File: src/rtl/sample_feeder_if.sv
// rtl/sample_feeder_if.sv - producer write port (valid/ready) for the sample feeder
interface sample_feeder_if;
    logic [7:0] in_data;
    logic       in_valid;
    logic       in_ready;

    modport master (
        output in_data,
        output in_valid,
        input  in_ready
    );

    modport slave (
        input  in_data,
        input  in_valid,
        output in_ready
    );
endinterface

File: src/rtl/sample_feeder.sv
// rtl/sample_feeder.sv - FIFO-buffered fixed-rate audio sample feeder with volume and mute
module sample_feeder #(
    parameter int DIV = 1250,
    parameter int AW  = 4
) (
    input  logic              clk,
    input  logic              reset_n,
    sample_feeder_if.slave    wr,
    input  logic [2:0]        volume,
    input  logic              mute,
    output logic [7:0]        sample,
    output logic              sample_strobe,
    output logic              underflow,
    output logic [AW:0]       level
);

    localparam int DEPTH = 1 << AW;

    logic [15:0]    rate_cnt;
    logic           tick;
    logic [7:0]     mem [DEPTH];
    logic [AW-1:0]  wr_ptr;
    logic [AW-1:0]  rd_ptr;
    logic           full;
    logic           empty;
    logic           push;
    logic           pop;
    logic [7:0]     head;
    logic signed [8:0] centered;
    logic signed [8:0] scaled;
    logic [7:0]     scaled_out;

    assign tick  = (rate_cnt == 16'(DIV - 1));
    // Occupancy never exceeds DEPTH, so its top bit alone means full.
    assign full  = level[AW];
    assign empty = (level == '0);

    assign wr.in_ready = !full && reset_n;
    assign push        = wr.in_valid && wr.in_ready;
    assign pop         = tick && !empty;

    assign head = mem[rd_ptr];

    // Attenuate about midscale: recentre to signed, shift, then re-offset.
    always_comb begin
        centered   = $signed({1'b0, head}) - 9'sd128;
        scaled     = centered >>> volume;
        scaled_out = scaled[7:0] + 8'h80;
    end

    always_ff @(posedge clk) begin
        if (!reset_n) begin
            rate_cnt <= '0;
        end else if (tick) begin
            rate_cnt <= '0;
        end else begin
            rate_cnt <= rate_cnt + 16'd1;
        end
    end

    always_ff @(posedge clk) begin
        if (push) begin
            mem[wr_ptr] <= wr.in_data;
        end
    end

    always_ff @(posedge clk) begin
        if (!reset_n) begin
            wr_ptr <= '0;
            rd_ptr <= '0;
            level  <= '0;
        end else begin
            if (push) begin
                wr_ptr <= wr_ptr + 1'b1;
            end
            if (pop) begin
                rd_ptr <= rd_ptr + 1'b1;
            end
            case ({push, pop})
                2'b10:   level <= level + 1'b1;
                2'b01:   level <= level - 1'b1;
                default: level <= level;
            endcase
        end
    end

    always_ff @(posedge clk) begin
        if (!reset_n) begin
            sample        <= 8'h80;
            sample_strobe <= 1'b0;
            underflow     <= 1'b0;
        end else begin
            sample_strobe <= pop;
            underflow     <= tick && empty;
            if (pop) begin
                sample <= mute ? 8'h80 : scaled_out;
            end
        end
    end

endmodule

File: src/flat_wrapper.sv
// flat-port wrapper written by rule: the top's interface ports become plain ports
module sample_feeder_flat 
#(
    parameter int DIV = 1250,
    parameter int AW  = 4
)
  (clk, reset_n, volume, mute, sample, sample_strobe, underflow, level, wr_in_data, wr_in_valid, wr_in_ready);
  sample_feeder_if wr_i ();
  input  logic clk;
  input  logic reset_n;
  input  logic [2:0] volume;
  input  logic mute;
  output logic [7:0] sample;
  output logic sample_strobe;
  output logic underflow;
  output logic [AW:0] level;
  input wire logic [$bits(wr_i.in_data)-1:0] wr_in_data;
  input wire logic [$bits(wr_i.in_valid)-1:0] wr_in_valid;
  output wire logic [$bits(wr_i.in_ready)-1:0] wr_in_ready;
  assign wr_i.in_data = wr_in_data;
  assign wr_i.in_valid = wr_in_valid;
  assign wr_in_ready = wr_i.in_ready;
  sample_feeder #(.DIV(DIV), .AW(AW)) u_core (.clk(clk), .reset_n(reset_n), .wr(wr_i), .volume(volume), .mute(mute), .sample(sample), .sample_strobe(sample_strobe), .underflow(underflow), .level(level));
endmodule
File: config.mk
export PLATFORM = sky130hd
export DESIGN_NAME = sample_feeder_flat
export DESIGN_NICKNAME = d
export VERILOG_FILES = /design/src/rtl/sample_feeder_if.sv /design/src/rtl/sample_feeder.sv /design/src/flat_wrapper.sv
export SDC_FILE = /design/constraint.sdc
export NUM_CORES = 1
export LEC_CHECK = 0
export ABC_AREA = 1
export CAP_MARGIN = 20
export CORE_ASPECT_RATIO = 0.7
export CORE_UTILIZATION = 35
export DETAILED_ROUTE_END_ITERATION = 7
export PLACE_DENSITY = 0.6
export SLEW_MARGIN = 20
export SYNTH_ARGS = -nofsm -noshare
export SYNTH_HDL_FRONTEND = slang
export SYNTH_SLANG_ARGS = --single-unit
File: constraint.sdc
create_clock -name clk -period 2.42 [get_ports clk]
set_clock_uncertainty 0.15 [all_clocks]
set_input_delay 0.605 -clock clk [delete_from_list [all_inputs] [get_ports clk]]
set_output_delay 0.605 -clock clk [all_outputs]
set_load 0.005 [all_outputs]
# Word-level counts from Yosys, hierarchy flattened
# Memories as Yosys holds them, arrays and structs flattened. A register that Yosys moved wholly into a read port is not among the register bits.
# Index checks and enable logic that the tools add are counted.
# W data, S select, Z words.
[op_classes] n_shift=1 eq_ne=3 n_addsub=7 mux=6 n_reduce_logical=9 bitwise=1
[ops] cell="$add A16 B1 Y16 const B" n=1
[ops] cell="$eq A16 B11 Y1 const B" n=1
[ops] cell="$pmux W5 S2" n=1
[ops] cell="$sshr A9 B3 Y8" n=1
[ops] cell="$sub A8 B8 Y9 const B" n=1
[ops] cell="$add A4 B1 Y4 const B" n=2
[ops] cell="$add A8 B8 Y8 const B" n=1
[ops] cell="$mux W4" n=2
[ops] cell="$mux W8" n=1
[ops] cell="$add A5 B1 Y5 const B" n=1
[ops] cell="$logic_not A5 Y1" n=1
[ops] cell="$sub A5 B1 Y5 const B" n=1
[ops] cell="$logic_and A1 B1 Y1" n=4
[ops] cell="$eq A2 B1 Y1 const B" n=1
[ops] cell="$eq A2 B2 Y1 const B" n=1
[ops] cell="$logic_not A1 Y1" n=2
[ops] cell="$mux W1" n=2
[ops] cell="$reduce_bool A2 Y1" n=1
[ops] cell="$reduce_or A2 Y1" n=1
[ops] cell="$not A1 Y1" n=1
[word_totals] word_cells=35 ramBits=128 out_inout_bits=16 input_bits=15 reg_bits=39 mem_count=1
[memory_table] memory="u_core.mem" depth=16 word_bits=8 read_ports=1 rd_clocked_by_memory_dff=1 write_ports=1 line="sample_feeder.sv:21" rtl="logic [7:0] mem [DEPTH];"

# Depth between registers and ports, before layout
[logic_depth] ltp_word=5 mapped_depth=18 depth_no_buf=18

# Worst setup path after synthesis
# OpenSTA, ideal clock, no wires.
[synth_path] path_type="input to register" start="input reset_n" end="register u_core.level[2]" setup_time_ns=0.115 slack_ns=0.039 stages=12 arrival_time_ns=2.115 required_time_ns=2.155 path_cell_list="buf_4 inv_2 nor2_1 nand2_2 ha_1 xor2_1 ha_1 inv_1 nand2_1 xor2_1 o21ai_0 inv_1"
[synth_via] elab_chain_cells=4 word_cells_on_any_way=6 cone_classes="eq/ne (2); mux (1); reduce/logical (3)"
[synth_rtl] element="from (decl)" line="flat_wrapper.sv:10" rtl="input logic reset_n;"
[synth_rtl] element="$logic_and A1 B1 Y1 (*)" line="sample_feeder.sv:38" rtl="assign wr.in_ready = !full && reset_n;"
[synth_rtl] element="net wr_in_ready" line="flat_wrapper.sv:19" rtl="output wire logic [$bits(wr_i.in_ready)-1:0] wr_in_ready;"
[synth_rtl] element="$logic_and A1 B1 Y1 (*)" line="sample_feeder.sv:39" rtl="assign push = wr.in_valid && wr.in_ready;"
[synth_rtl] element="$eq A2 B1 Y1 / $eq A2 B2 Y1 (equally long branches)" line="sample_feeder.sv:79" rtl="case ({push, pop})"
[synth_rtl] element="$pmux W5 S2 / $reduce_bool A2 Y1 (equally long branches)"
[synth_rtl] element="to (signal assigned)" line="sample_feeder.sv:80" rtl="2'b10: level <= level + 1'b1;"
[synth_rtl] element="to (signal assigned)" line="sample_feeder.sv:81" rtl="2'b01: level <= level - 1'b1;"
[synth_rtl] element="to (signal assigned)" line="sample_feeder.sv:82" rtl="default: level <= level;"
[synth_rtl] element="to (decl)" line="sample_feeder.sv:14" rtl="output logic [AW:0] level"
# The timed path passes the listed nets; every way through them passes the cells marked *.
# A chain may end at the register's enable or synchronous reset.

# Final worst setup path
[layout_path] start="register u_core.rate_cnt[1]" end="register u_core.level[4]"
[layout_via] elab_chain_cells=4 word_cells_on_any_way=6 cone_classes="eq/ne (3); mux (1); reduce/logical (2)"
[layout_rtl] element="from (decl)" line="sample_feeder.sv:19" rtl="logic [15:0] rate_cnt;"
[layout_rtl] element="from (signal assigned)" line="sample_feeder.sv:57" rtl="rate_cnt <= rate_cnt + 16'd1;"
[layout_rtl] element="$eq A16 B11 Y1 (*)" line="sample_feeder.sv:33" rtl="assign tick = (rate_cnt == 16'(DIV - 1));"
[layout_rtl] element="$logic_and A1 B1 Y1 (*)" line="sample_feeder.sv:40" rtl="assign pop = tick && !empty;"
[layout_rtl] element="net u_core.pop" line="sample_feeder.sv:27" rtl="logic pop;"
[layout_rtl] element="$eq A2 B1 Y1 / $eq A2 B2 Y1 (equally long branches)" line="sample_feeder.sv:79"
[layout_rtl] element="$pmux W5 S2 / $reduce_bool A2 Y1 (equally long branches)"
# Marks and branches as above.

==> impl_metrics.tcl <==
set metrics [dict create \
    final-max-slew-violation-count 0 \
    status "complete, no violations" \
    design.die.area_um2 22100 \
    cts_buffers 17 \
    tightest_slew_ns 0.725 \
    die-width_um 177 \
    place_hpwl_um 11700 \
    slew_headroom 0.515 \
    worstSetupEndpointType "register" \
    reg2regPathDepth 18 \
    vias 5615 \
    yosysUniqueCellTypes 35 \
    drt_pass1_iterations 7 \
    latest_clock_arrival_within_the_worst_skew_pair_ns 0.43 \
    clock-root-buffer "sky130_fd_sc_hd__clkbuf_16" \
    report.power.total_mw 6.03 \
    synth_area_per_inst_um2 9.74 \
    launching_point_of_the_worst_reg2reg_path "u_core.rate_cnt[1]" \
    max_freq_mhz 430 \
    track_usage 0.171 \
    synthesis.instances 774 \
    core_area_um2 20900 \
    worst_setup_hold_path_clk_slew_ns 0.07 \
    layout_setup_ws_ns 0.0958 \
    place.port_buffers 30 \
    std_cell_rows 44 \
    nNetsFinal 895 \
    fraction_of_synthesis_flops_using_an_asynchronous_set_or_reset_pin 0 \
    dp_slack_ns -0.317 \
    synth_top_flop_cell "sky130_fd_sc_hd__edfxtp_1" \
    wire_per_inst_um 15.7 \
    drive_above_1_share 0.173 \
    setup.worst_path.end "u_core.level[4]" \
    cts_num_sinks 171 \
    powerDensity_nw_per_um2 653 \
    setup_viol 0 \
    clock_tree_from_tritoncts "yes" \
    finalCriticalPeriod_ns 2.32 \
    min_path_type "reg2reg" \
    setup.worst_path.class "reg2reg" \
    final_antenna_net_count 0 \
    grt_start_max_net_pins 65 \
    drc 0 \
    finalWeightedCongestion 0.827 \
    hold_slack_ns 0.314 \
    globalRoute.totalOverflow 0 \
    grt_setup_unrepaired "true" \
    r2r-end "u_core.level[4]" \
    antenna-diode-count 0 \
    timing.critical_path.slowest_cell_delay_ns 0.32 \
    drt_first_iter_violations 532 \
    timing.critical_path.fanout_max 4 \
    final-instance-count-excl-fill 1159 \
    die_h_um 125 \
    average_vias_per_placed_instance 4.84 \
    worstSetupStartpointType "register" \
    cts-hold-fix-buffers 0 \
    synth-seq-area-share 0.624 \
    worst-r2r-setup-slack_ns 0.1 \
    critPathArrivalTime_ns 2.53 \
    syn2layout_area_growth_pct 22.5 \
    fin_util 0.442 \
    placed_cells_incl_taps 1115 \
    initial_utilization 0.360 \
    worst_path_max_delay_cell "sky130_fd_sc_hd__dfxtp_2" \
    antenna_found_initial 0 \
    power.ir.vdd_worst_mv 0.561 \
    cts_buffer_depth 2 \
    ys_seq_elements 171 \
    max_cap_violation_count 0 \
    syn_area_um2 7540 \
    grt_pass1_wl_um 28300 \
    cp-startpoint "u_core.rate_cnt[1]" \
    synthesis.nets 799 \
    final.period_utilization 0.960 \
    number_of_global_route_vias_before_repair 5110 \
    worstPathCellList "inv_2, ha_4, inv_2, nor4_2, and3_1, nand2_1, inv_2, ha_4, xor2_2, ha_2, inv_2, nand2_2, nand2_2, nand2_1, nand2_1, nand2_1, nand2_1, a21oi_1" \
    post-synth-top-area-fraction 0.510 \
    synth_edf_count 128 \
    cp_common_cell "sky130_fd_sc_hd__nand2_1" \
    cts_htree_levels 4 \
    total_leakage_power_nw 3.54 \
    fillerInstances 1989 \
    synthMostInstantiatedCell "sky130_fd_sc_hd__nand2_1" \
    yosys-top-cells-area "sky130_fd_sc_hd__edfxtp_1 (51%), sky130_fd_sc_hd__dfxtp_1 (11%), sky130_fd_sc_hd__nand2_1 (11%)" \
    synth.largest_area_cell "sky130_fd_sc_hd__edfxtp_1" \
    totalWireLength_um 18200 \
    critPathRequiredTime_ns 2.62 \
    hold_violations 0 \
    synthTopCellsByCount "sky130_fd_sc_hd__nand2_1 (218), sky130_fd_sc_hd__nand3_1 (130), sky130_fd_sc_hd__edfxtp_1 (128)" \
    pin_count 31 \
    yosys_warnings 0 \
]
kinds of logic after synthesis:
kind of cell | after synthesis | synth area share
xor+xnor | 7 | 0.00813
buf+inv | 92 | 0.0521
fa+ha+maj | 10 | 0.0166
flops | 171 | 0.624
simple gates | 458 | 0.273
compound gates | 36 | 0.0266
cell type report:
class                           count  area [um^2]  share of cell area
Tap cell                          276          345              0.0374
Sequential cell                   171         4710               0.510
Clock inverter                     14          121              0.0131
Multi-Input combinational cell    511         2500               0.271
Clock buffer                       18          429              0.0465
Timing Repair Buffer              106          895              0.0968
Inverter                           63          238              0.0257
critical path: cells and delay by family (launching register included):
family	cells	cell delay (ns)
AO/OA/AOI/OAI	1	0.14
AND/OR/NAND/NOR	9	0.76
adder cells (fa/ha/maj)	3	0.49
XOR/XNOR	1	0.16
buffers and inverters	4	0.21
flip-flops	1	0.32
through the flow:
step	area (um^2)	TNS, ns
2_1_floorplan	7540	0
3_3_place_gp	8540	-13.93
4_1_cts	9220	0
6_report	9240	0
5_1_grt	9240	-0.0721
3_5_place_dp	8540	-15.78
flip-flops by register name, summed over array words and instances (netlist names), named ones only:
register	cells
u_core.mem	128
u_core.rate_cnt	16
u_core.sample	8
u_core.level	5
u_core.rd_ptr	4
u_core.wr_ptr	4
u_core.sample_strobe	1
u_core.underflow	1
where the power goes:
| group | total, mW | switching [mW] | internal [mW] | leakage [nW] |
|---|---|---|---|---|
| clock | 2.59 | 1.17 | 1.42 | 0.266 |
| combinational | 0.258 | 0.158 | 0.0998 | 1.77 |
| sequential | 3.18 | 0.0124 | 3.17 | 1.50 |
routing by layer:
| layer | up-vias | share of wire | track usage |
|---|---|---|---|
| li1 | 2805 | - | - |
| met1 | 2642 | 0.52 | 0.266 |
| met2 | 156 | 0.42 | 0.234 |
| met3 | 12 | 0.051 | 0.0372 |
| met4 | 0 | 0.011 | 0.0473 |
| met5 | - | 0 | 0 |
cells in the final DEF (no fill, tap or decap), types with 7 or more instances in the layout:
master / netlist / final
sky130_fd_sc_hd__edfxtp_1: 128 / 128
sky130_fd_sc_hd__nand2_1: 218 / 216
sky130_fd_sc_hd__clkbuf_16: 0 / 17
sky130_fd_sc_hd__o21ai_0: 9 / 8
sky130_fd_sc_hd__nand3_1: 130 / 129
sky130_fd_sc_hd__nor2_1: 60 / 59
sky130_fd_sc_hd__nand4_1: 10 / 10
sky130_fd_sc_hd__buf_4: 6 / 74
sky130_fd_sc_hd__inv_2: 5 / 11
sky130_fd_sc_hd__nor3_1: 7 / 7
sky130_fd_sc_hd__clkdlybuf4s50_1: 0 / 29
sky130_fd_sc_hd__nand2_2: 6 / 8
sky130_fd_sc_hd__inv_1: 57 / 51
sky130_fd_sc_hd__a21oi_1: 23 / 23
sky130_fd_sc_hd__ha_1: 10 / 7
sky130_fd_sc_hd__dfxtp_1: 43 / 40
how the worst min path moves through the flow:
stage / from / cells past startpoint / endpoint / slack [ns]
3_3_place_gp: u_core.sample[5] / 2 / u_core.sample[5] / 0.31
6_report: u_core.sample[2] / 2 / u_core.sample[2] / 0.31
2_1_floorplan: u_core.rate_cnt[0] / 1 / u_core.rate_cnt[0] / 0.29
4_1_cts: u_core.sample[2] / 2 / u_core.sample[2] / 0.32
3_5_place_dp: u_core.sample[2] / 2 / u_core.sample[2] / 0.31
5_1_grt: u_core.sample[5] / 2 / u_core.sample[5] / 0.33
timing repair:
| item | 4_1_cts | 5_1_grt |
|---|---|---|
| setup endpoints to repair | 4 | 6 |
| gates resized for setup | 17 | 5 |
| pin swaps | 8 | 4 |
| buffers inserted | 10 | 2 |
No activity file was read; power rests on OpenSTA's default activity.
